File: src/rtl/frame_tx.sv
// UART (8N1, LSB first) frame transmitter: sends HEADER, N_BYTES register bytes fetched
// over rd_idx/rd_data, then the XOR of those register bytes, on a one-cycle start request.
module frame_tx #(
    parameter int unsigned CLKS_PER_BIT = 217,
    parameter int unsigned N_BYTES      = 3,
    parameter logic [7:0]  HEADER       = 8'hA5
) (
    input  logic       clk,
    input  logic       reset,
    input  logic       start,
    output logic [5:0] rd_idx,
    input  logic [7:0] rd_data,
    output logic       tx,
    output logic       busy,
    output logic       done
);

    localparam int unsigned     BAUD_W    = (CLKS_PER_BIT > 1) ? $clog2(CLKS_PER_BIT) : 1;
    localparam logic [BAUD_W-1:0] BAUD_LAST = BAUD_W'(CLKS_PER_BIT - 1);
    localparam logic [5:0]      LAST_IDX  = 6'(N_BYTES - 1);

    typedef enum logic [1:0] {
        S_IDLE,
        S_HDR,
        S_DATA,
        S_CHK
    } state_t;

    state_t            state_q;
    logic [BAUD_W-1:0] baud_q;
    logic [3:0]        bit_q;
    logic [7:0]        byte_q;
    logic [7:0]        chk_q;
    logic [5:0]        idx_q;
    logic [5:0]        cnt_q;
    logic              fetch_q;
    logic              tx_q;
    logic              busy_q;
    logic              done_q;

    logic              bit_end;
    logic [5:0]        idx_d;
    logic [7:0]        chk_d;

    assign bit_end = (baud_q == BAUD_LAST);
    assign idx_d   = (idx_q == LAST_IDX) ? idx_q : idx_q + 6'd1;
    assign chk_d   = chk_q ^ byte_q;

    // NOTE: all state lives in one clocked block and is assigned with <= only, so every
    // read in this block sees the value from before the edge regardless of statement order.
    always_ff @(posedge clk) begin
        if (reset) begin
            state_q <= S_IDLE;
            baud_q  <= '0;
            bit_q   <= '0;
            byte_q  <= '0;
            chk_q   <= '0;
            idx_q   <= '0;
            cnt_q   <= '0;
            fetch_q <= 1'b0;
            tx_q    <= 1'b1;
            busy_q  <= 1'b0;
            done_q  <= 1'b0;
        end else begin
            done_q <= 1'b0;

            // Cycle after a latch: fold the new byte into the checksum and move the fetch on.
            if (fetch_q) begin
                chk_q   <= chk_d;
                idx_q   <= idx_d;
                fetch_q <= 1'b0;
            end

            case (state_q)
                S_IDLE: begin
                    if (start) begin
                        state_q <= S_HDR;
                        busy_q  <= 1'b1;
                        tx_q    <= 1'b0;
                        idx_q   <= '0;
                        chk_q   <= '0;
                        byte_q  <= HEADER;
                        baud_q  <= '0;
                        bit_q   <= '0;
                    end
                end
                default: begin
                    if (!bit_end) begin
                        baud_q <= baud_q + BAUD_W'(1);
                    end else begin
                        baud_q <= '0;
                        if (bit_q != 4'd9) begin
                            bit_q <= bit_q + 4'd1;
                            tx_q  <= (bit_q < 4'd8) ? byte_q[bit_q[2:0]] : 1'b1;
                        end else begin
                            // Last cycle of a stop bit: the next start bit follows with no gap.
                            bit_q <= '0;
                            tx_q  <= 1'b0;
                            case (state_q)
                                S_HDR: begin
                                    state_q <= S_DATA;
                                    byte_q  <= rd_data;
                                    fetch_q <= 1'b1;
                                    cnt_q   <= '0;
                                end
                                S_DATA: begin
                                    if (cnt_q == LAST_IDX) begin
                                        state_q <= S_CHK;
                                        byte_q  <= chk_q;
                                    end else begin
                                        byte_q  <= rd_data;
                                        fetch_q <= 1'b1;
                                        cnt_q   <= cnt_q + 6'd1;
                                    end
                                end
                                default: begin
                                    state_q <= S_IDLE;
                                    tx_q    <= 1'b1;
                                    busy_q  <= 1'b0;
                                    done_q  <= 1'b1;
                                    idx_q   <= '0;
                                end
                            endcase
                        end
                    end
                end
            endcase
        end
    end

    assign rd_idx = idx_q;
    assign tx     = tx_q;
    assign busy   = busy_q;
    assign done   = done_q;

endmodule

File: config.mk
export PLATFORM = sky130hd
export DESIGN_NAME = frame_tx
export DESIGN_NICKNAME = d
export VERILOG_FILES = /design/src/rtl/frame_tx.sv
export SDC_FILE = /design/constraint.sdc
export NUM_CORES = 1
export LEC_CHECK = 0
export BUFFER_PORTS_ARGS = -buffer_cell sky130_fd_sc_hd__buf_4
export CAP_MARGIN = 20
export CORE_ASPECT_RATIO = 1.2
export CORE_UTILIZATION = 34
export CTS_CLUSTER_DIAMETER = 60
export DETAILED_ROUTE_END_ITERATION = 7
export GPL_TIMING_DRIVEN = 0
export SLEW_MARGIN = 20
export SYNTH_ARGS = -nofsm -noshare
export SYNTH_HDL_FRONTEND = slang
export SYNTH_SLANG_ARGS = --single-unit
File: constraint.sdc
create_clock -name clk -period 3 [get_ports clk]
set_input_delay 0.75 -clock clk [delete_from_list [all_inputs] [get_ports clk]]
set_output_delay 0.75 -clock clk [all_outputs]
set_load 0.02 [all_outputs]
==> results of run 1 <==
Yosys cell counts, types with 2 or more instances:
master | count | area share [%]
a211oi_1 | 2 | 0.65
a21oi_1 | 17 | 3.7
a221oi_1 | 4 | 1.5
a311oi_1 | 5 | 1.9
a31oi_1 | 4 | 1.1
and2_1 | 3 | 0.81
and3_1 | 3 | 0.81
buf_2 | 2 | 0.43
buf_4 | 3 | 0.97
clkbuf_1 | 5 | 0.81
dfxtp_1 | 46 | 40
ha_1 | 12 | 6.5
inv_1 | 18 | 2.9
mux2i_1 | 9 | 3.9
mux4_2 | 2 | 1.9
nand2_1 | 20 | 3.2
nand2b_1 | 9 | 2.4
nand3_1 | 5 | 1.1
nand4_1 | 5 | 1.3
nor2_1 | 25 | 4.0
nor3_1 | 2 | 0.43
nor4_1 | 2 | 0.54
o21ai_0 | 7 | 1.5
o21bai_1 | 3 | 0.97
o31ai_1 | 3 | 0.97
o32ai_1 | 4 | 1.5
or3_1 | 6 | 1.6
or4_1 | 4 | 1.3
or4b_1 | 2 | 0.86
xnor2_1 | 2 | 0.76
xor2_1 | 11 | 4.2
metrics by stage:
stage,std cells,setup WS [ns]
after floorplan,257,1.06
after global placement,361,0.864
after detailed placement,361,0.854
after CTS,369,0.814
after global routing,369,0.658
final,369,0.824
cells by family after synthesis:
| group | count (synthesis) | synth area share [%] |
|---|---|---|
| buffers and inverters | 28 | 5.13 |
| flip-flops | 46 | 39.7 |
| adder cells (fa/ha/maj) | 12 | 6.48 |
| XOR/XNOR | 13 | 4.91 |
| AND/OR/NAND/NOR | 92 | 21.2 |
| AO/OA/AOI/OAI | 55 | 16.7 |
| multiplexers | 11 | 5.83 |
routing by layer:
layer	vias to the layer above	routed length (um)	track usage, %
li1	971	-	-
met1	877	2200	17.0
met2	24	2440	26.0
met3	5	142	3.25
met4	0	60	5.35
met5	-	0	0
where the power goes:
part | internal (mW) | switching [mW] | total [mW]
Combinational | 0.0800 | 0.122 | 0.202
Sequential | 0.632 | 0.0210 | 0.653
Clock | 0.245 | 0.209 | 0.454
flip-flops by register name, indices dropped and copies added, names as in the netlist:
name	count
baud_q	8
byte_q	8
chk_q	8
cnt_q	6
rd_idx	6
bit_q	4
state_q	2
busy	1
done	1
fetch_q	1
tx	1
cell type report:
| cell class | instances | area [um2] | share of cell area (%) |
|---|---|---|---|
| clock inverters | 3 | 40.0 | 1.50 |
| clock buffers | 5 | 68.8 | 2.57 |
| well taps | 85 | 106 | 3.97 |
| inverters | 18 | 67.6 | 2.52 |
| flip-flops and latches | 46 | 921 | 34.4 |
| plain buffers | 10 | 51.3 | 1.92 |
| repair buffers | 19 | 143 | 5.33 |
| multi-input cells | 183 | 1280 | 47.8 |
path summary, 6_finish.rpt:
| kind | endpoint | slack [ns] | depth (start not counted) |
|---|---|---|---|
| setup / recovery | byte_q[0]$_SDFFE_PP0P_ | 0.82 | 7 |
| hold / removal | cnt_q[5]$_SDFFE_PP0P_ | 0.49 | 2 |
| setup reg to reg | byte_q[0]$_SDFFE_PP0P_ | 0.82 | 7 |
| hold reg to reg | cnt_q[5]$_SDFFE_PP0P_ | 0.49 | 2 |
critical path: cells and delay by family, from the launching register on:
kind,cells,cell delay (ns)
simple gates,2,0.73
flops,1,0.39
compound gates,2,0.51
fa+ha+maj,1,0.19
buf+inv,2,0.24
==> summary.txt, run 1 <==
Drt
  • Vias/cell: 5.09
  • WL per Instance: 13.1 um
  • Final ANT Viol Nets: 0
  • Drt pass-1 iters: 4
  • # DRC: 0
  • Initial DRC count: 65
  • Via Count: 1877
  • Final WL: 4.84 mm

Critical path
  • Critical path class: register to register
  • Crit-path slowest cell: dfxtp_1
  • Max incr delay on CP: 0.39 ns
  • Worst r2r src: state_q[0]$_SDFFE_PP0P_
  • Crit path max fanout: 10
  • Crit-path cells: inv_1 > ha_1 > buf_4 > and4bb_2 > a31oi_1 > or2_2 > a221oi_1
  • Type of origin of the critical path: register
  • CP arrival: 2.38 ns
  • Required time worst endpoint: 3.20 ns
  • Crit path from: state_q[0]$_SDFFE_PP0P_
  • Worst Setup End Kind: register

Synthesis
  • Post-synthesis cell type count: 43
  • Synthesized area: 2320 um2
  • Register area share after synthesis: 39.7%
  • Syn Nets: 280
  • Post-Synthesis Cells: 257
  • Post-synthesis average cell area: 9.02 um2
  • Synth warn: 0
  • Post-synth top flop: dfxtp_1
  • Post-synth EDFFs: 0
  • #FFs+latches synth: 46
  • Synth async-reset ratio: 0%

Clock network
  • Post-CTS setup buffers: 0
  • Clock Sinks: 46
  • Clk buf depth: 2
  • Root buffer cell: clkbuf_8
  • TritonCTS clock tree: done
  • Number of gates resized after CTS: 0
  • Worst-Skew Late Latency: 0.30 ns
  • H-tree depth: 2
  • Hold Buf Count CTS: 0
  • CTS clock-pin slew for the worst setup and hold paths: 0.08 ns
  • Num CTS Buffers: 5

Layout
  • Final core occ: 41.0%
  • Commonest non-fill, non-tap cells in the layout: 46 x dfxtp_1, 25 x nor2_1, 22 x buf_4, 20 x nand2_1, 18 x inv_1
  • Commonest non-fill, non-tap cell in the layout: dfxtp_1
  • Synthesis-to-finish area growth: 15.4%
  • Nets: 306
  • ANT cells: 0
  • Share of layout cells above drive strength 1: 14.1%
  • Final non-filler cell area: 2680 um2
  • Fill count: 647

Timing
  • Final hold vios: 0
  • Final worst clock skew: 0.00780 ns
  • Fmax: 459 MHz
  • Worst relative slew slack: 60.4%
  • Endpoints failing setup: 0
  • Worst-margin pin slew: 0.591 ns
  • Final Cycle Share: 72.5%
  • Tmin final: 2.18 ns
  • Unrepaired setup endpoints after global routing: false
  • Final-report max-slew violation count: 0
  • Worst hold slack: 0.491 ns
  • Setup TNS Final: 0 ns

Global routing
  • Vias in the first global route: 1814
  • Initial antenna violation count: 0
  • First-pass GRT wire length: 8.33 mm
  • GRT Total Usage: 14.6%
  • Largest net degree at the start of global routing: 15
  • Total grt overflow: 0

Run status
  • Status: finished, final reports clean

Floorplan
  • I/O Pins: 20
  • Starting Density: 35.5%
  • Total die area: 7150 um2
  • Total core area: 6530 um2
  • Die Ht: 92.5 um
  • Row count: 32
  • Die X: 77.4 um

Pwr
  • Max VDD drop: 0.209 mV
  • Total power: 1.31 mW
  • PwrDens: 489 nW/um2
  • Leakage power: 0.948 nW

Placement
  • Gpl congestion: 0.750
  • Post-DP HPWL: 3.60 mm
  • PortBufs: 19
  • Placed cell area: 2570 um2

Job
  • Max_cap viols: 0

Hold path
  • Worst Hold Class: register to register
  • Hold_sp: cnt_q[5]$_SDFFE_PP0P_
Note: power is estimated with default switching activity, not from simulation.
==> run 2: changes to the inputs <==
ABC_AREA = 1   (was default)
clock period = 1.8 ns   (was 3 ns; I/O delays follow)
==> run 2 against run 1 <==
Compared with the run above:
- fmax increased by 32%
- via count increased by 25%
- worst setup slack got worse by 0.67 ns
- core utilization decreased by 0.53 points
- synthesized cell count increased by 51%
- highest routed layer unchanged
- cell count increased by 37%
- final area increased by 11%
- sequential share of layout area decreased by 3.2 points
- sequential power increased by 98%
- critical path type unchanged
- combinational power increased to 7.1 times the previous value
- routed wire length increased by 18%
- clock skew decreased by 0.0024 ns
==> summary.txt, run 2 <==
Run status
  • Status: finished, final reports clean

Clock network
  • Hold Buf Count CTS: 0 (unchanged)
  • Num CTS Buffers: 5 (unchanged)
  • TritonCTS clock tree: done
  • Worst-Skew Late Latency: 0.30 ns (about the same)
  • CTS clock-pin slew for the worst setup and hold paths: 0.09 ns (about the same)
  • H-tree depth: 2 (unchanged)
  • Number of gates resized after CTS: 0 (unchanged)
  • Post-CTS setup buffers: 0 (unchanged)
  • Root buffer cell: clkbuf_8
  • Clock Sinks: 46 (unchanged)
  • Clk buf depth: 2 (unchanged)

Layout
  • Share of layout cells above drive strength 1: 15.5% (+1.4 points)
  • Final core occ: 40.5% (-0.53 points)
  • Post-route insts no fill: 504 (+37%)
  • Nets: 436 (+42%)
  • Commonest non-fill, non-tap cell in the layout: nand2_1
  • Commonest non-fill, non-tap cells in the layout: 110 x nand2_1, 45 x inv_1, 43 x dfxtp_1, 42 x nor2_1, 33 x nand3_1
  • ANT cells: 0 (unchanged)
  • Top flop regs: baud_q x8, byte_q x8, chk_q x8
  • Reg area: 925 um2 (+0.41%)
  • Synthesis-to-finish area growth: 14.7%
  • Multi-input logic area: 1450 um2 (+13%)
  • Final non-filler cell area: 2960 um2 (+11%)
  • Fill count: 786 (+21%)

Placement
  • PortBufs: 19 (unchanged)
  • Gpl congestion: 0.794 (+5.9%)
  • Post-DP HPWL: 4.29 mm (+19%)
  • Placed cell area: 2840 um2 (+11%)
  • Post-Place Cells: 496 (+37%)

Timing
  • Final worst clock skew: 0.00539 ns (-0.00241 ns)
  • Final-report max-slew violation count: 0 (unchanged)
  • Endpoints failing setup: 0 (unchanged)
  • Worst-margin pin slew: 0.518 ns (-0.0734 ns)
  • Final Cycle Share: 91.5% (+19 points)
  • Fmax: 607 MHz (+32%)
  • Unrepaired setup endpoints after global routing: false
  • Final hold vios: 0 (unchanged)
  • Setup TNS Final: 0 ns (unchanged)
  • Worst relative slew slack: 65.5% (+5.1 points)
  • Tmin final: 1.65 ns (-0.530 ns)

Critical path
  • Worst Setup End Kind: register
  • Worst Path Buf+Inv: 4 (+2)
  • Crit-path slowest cell: dfxtp_2
  • Critical path class: register to register
  • Required time worst endpoint: 2.01 ns (-1.19 ns)
  • Crit-path cells: inv_1 > ha_1 > nand3_2 > inv_2 > nor2_1 > inv_1 > nand2_1 > nor2_4 > nand2_1 > inv_2 > nor2_2
  • Crit path max fanout: 5 (-5)
  • Type of origin of the critical path: register
  • Crit path max-delay family: simple AND/OR/NAND/NOR gates
  • CP arrival: 1.85 ns (-0.53 ns)
  • Max incr delay on CP: 0.35 ns (-0.04 ns)

Pwr
  • Max VDD drop: 0.422 mV (+100%)
  • PwrDens: 1140 nW/um2 (+130%)
  • Total power: 3.37 mW (+160%)
  • Leakage power: 1.23 nW (+29%)

Synthesis
  • Leading area contributor after synthesis: dfxtp_1
  • Synthesized area: 2580 um2 (+11%)
  • Register area share after synthesis: 35.7% (-4.1 points)
  • Post-synth EDFFs: 0 (unchanged)
  • Top cell type's share of synthesized area: 35.7% (-4.1 points)
  • Synth async-reset ratio: 0% (unchanged)
  • Post-synth top flop: dfxtp_1
  • Synth area leaders: dfxtp_1 36%, nand2_1 16%, inv_1 6.5%
  • Synth warn: 0 (unchanged)
  • Top-count cell post-synth: nand2_1
  • Post-Synthesis Cells: 387 (+51%)
  • Post-synthesis average cell area: 6.67 um2 (-26%)
  • Post-synthesis cell type count: 28 (-35%)
  • Commonest cells post-synth: 111 x nand2_1, 46 x dfxtp_1, 45 x inv_1
  • #FFs+latches synth: 46 (unchanged)
  • Syn Nets: 410 (+46%)

Global routing
  • Initial antenna violation count: 0 (unchanged)
  • First-pass GRT wire length: 9.51 mm (+14%)
  • Vias in the first global route: 2145 (+18%)
  • GRT Total Usage: 15.3% (+0.64 points)
  • Total grt overflow: 0 (unchanged)
  • Largest net degree at the start of global routing: 14 (-1)

Drt
  • Final ANT Viol Nets: 0 (unchanged)
  • Via Count: 2349 (+25%)
  • Drt pass-1 iters: 4 (unchanged)
  • Initial DRC count: 112 (+72%)
  • # DRC: 0 (unchanged)
  • WL per Instance: 11.3 um (-14%)
  • Final WL: 5.71 mm (+18%)
  • Vias/cell: 4.66 (-8.4%)

Job
  • Max_cap viols: 0 (unchanged)

Floorplan
  • Die Ht: 97.5 um (+5.4%)
  • Row count: 34 (+6.3%)
  • Die X: 81.6 um (+5.4%)
  • Starting Density: 35.3% (-0.23 points)
  • Total core area: 7320 um2 (+12%)
  • Total die area: 7950 um2 (+11%)
  • I/O Pins: 20 (unchanged)

Hold path
  • Worst Hold Class: input port to register
-- run 2: cell types whose count changed in the layout (fill, tap and decap cells not counted), moves of 8 or more --
cell and change:
inv_2 +8, nand3_1 +28, inv_1 +27, nor2_1 +17, mux2i_1 -9, nand2_1 +90, nand2b_1 -9
-- run 2: layout make-up --
| type | instances | area share, % |
|---|---|---|
| multi-input cells | 280 | 48.8 |
| flip-flops and latches | 46 | 31.2 |
| inverters | 55 | 7.06 |
| repair buffers | 19 | 4.82 |
| well taps | 90 | 3.80 |
| clock buffers | 7 | 2.92 |
| plain buffers | 6 | 1.23 |
| clock inverters | 1 | 0.169 |
-- run 2: worst paths after layout --
check	start	endpoint	slack, ns	cells after the start
max reg2reg	bit_q[1]$_SDFFE_PP0P_	byte_q[6]$_SDFFE_PP0P_	0.15	11
min reg2reg	busy$_SDFFE_PP0P_	busy$_SDFFE_PP0P_	0.46	2
min	reset	baud_q[6]$_SDFFE_PP0P_	0.35	2
max	bit_q[1]$_SDFFE_PP0P_	byte_q[6]$_SDFFE_PP0P_	0.15	11
-- run 2: cells by family after synthesis --
logic type	after synthesis	share of synthesized area, %
xor+xnor	14	4.75
simple gates	223	38.4
flops	46	35.7
compound gates	31	6.15
fa+ha+maj	12	5.81
buf+inv	61	9.25
-- run 2: stage by stage --
stage,setup slack [ns],hold slack (ns)
after CTS,0.0333,0.343
after global routing,0.00994,0.347
after detailed placement,0.00904,0.463
final,0.153,0.349
after floorplan,0.353,0.451
after global placement,0.000787,0.445
-- run 2: report_power, final --
| part | switching (mW) | internal [mW] |
|---|---|---|
| logic | 0.954 | 0.473 |
| clock network | 0.349 | 0.310 |
| registers | 0.123 | 1.16 |
| total | 1.43 | 1.95 |
-- run 2: metal layers --
layer | up-vias | GRT usage [%] | part of all wire [%]
li1 | 1258 | - | -
met1 | 1067 | 18.5 | 46
met5 | - | 0 | 0
met3 | 5 | 2.91 | 2.3
met4 | 0 | 4.40 | 0.91
met2 | 19 | 26.5 | 51
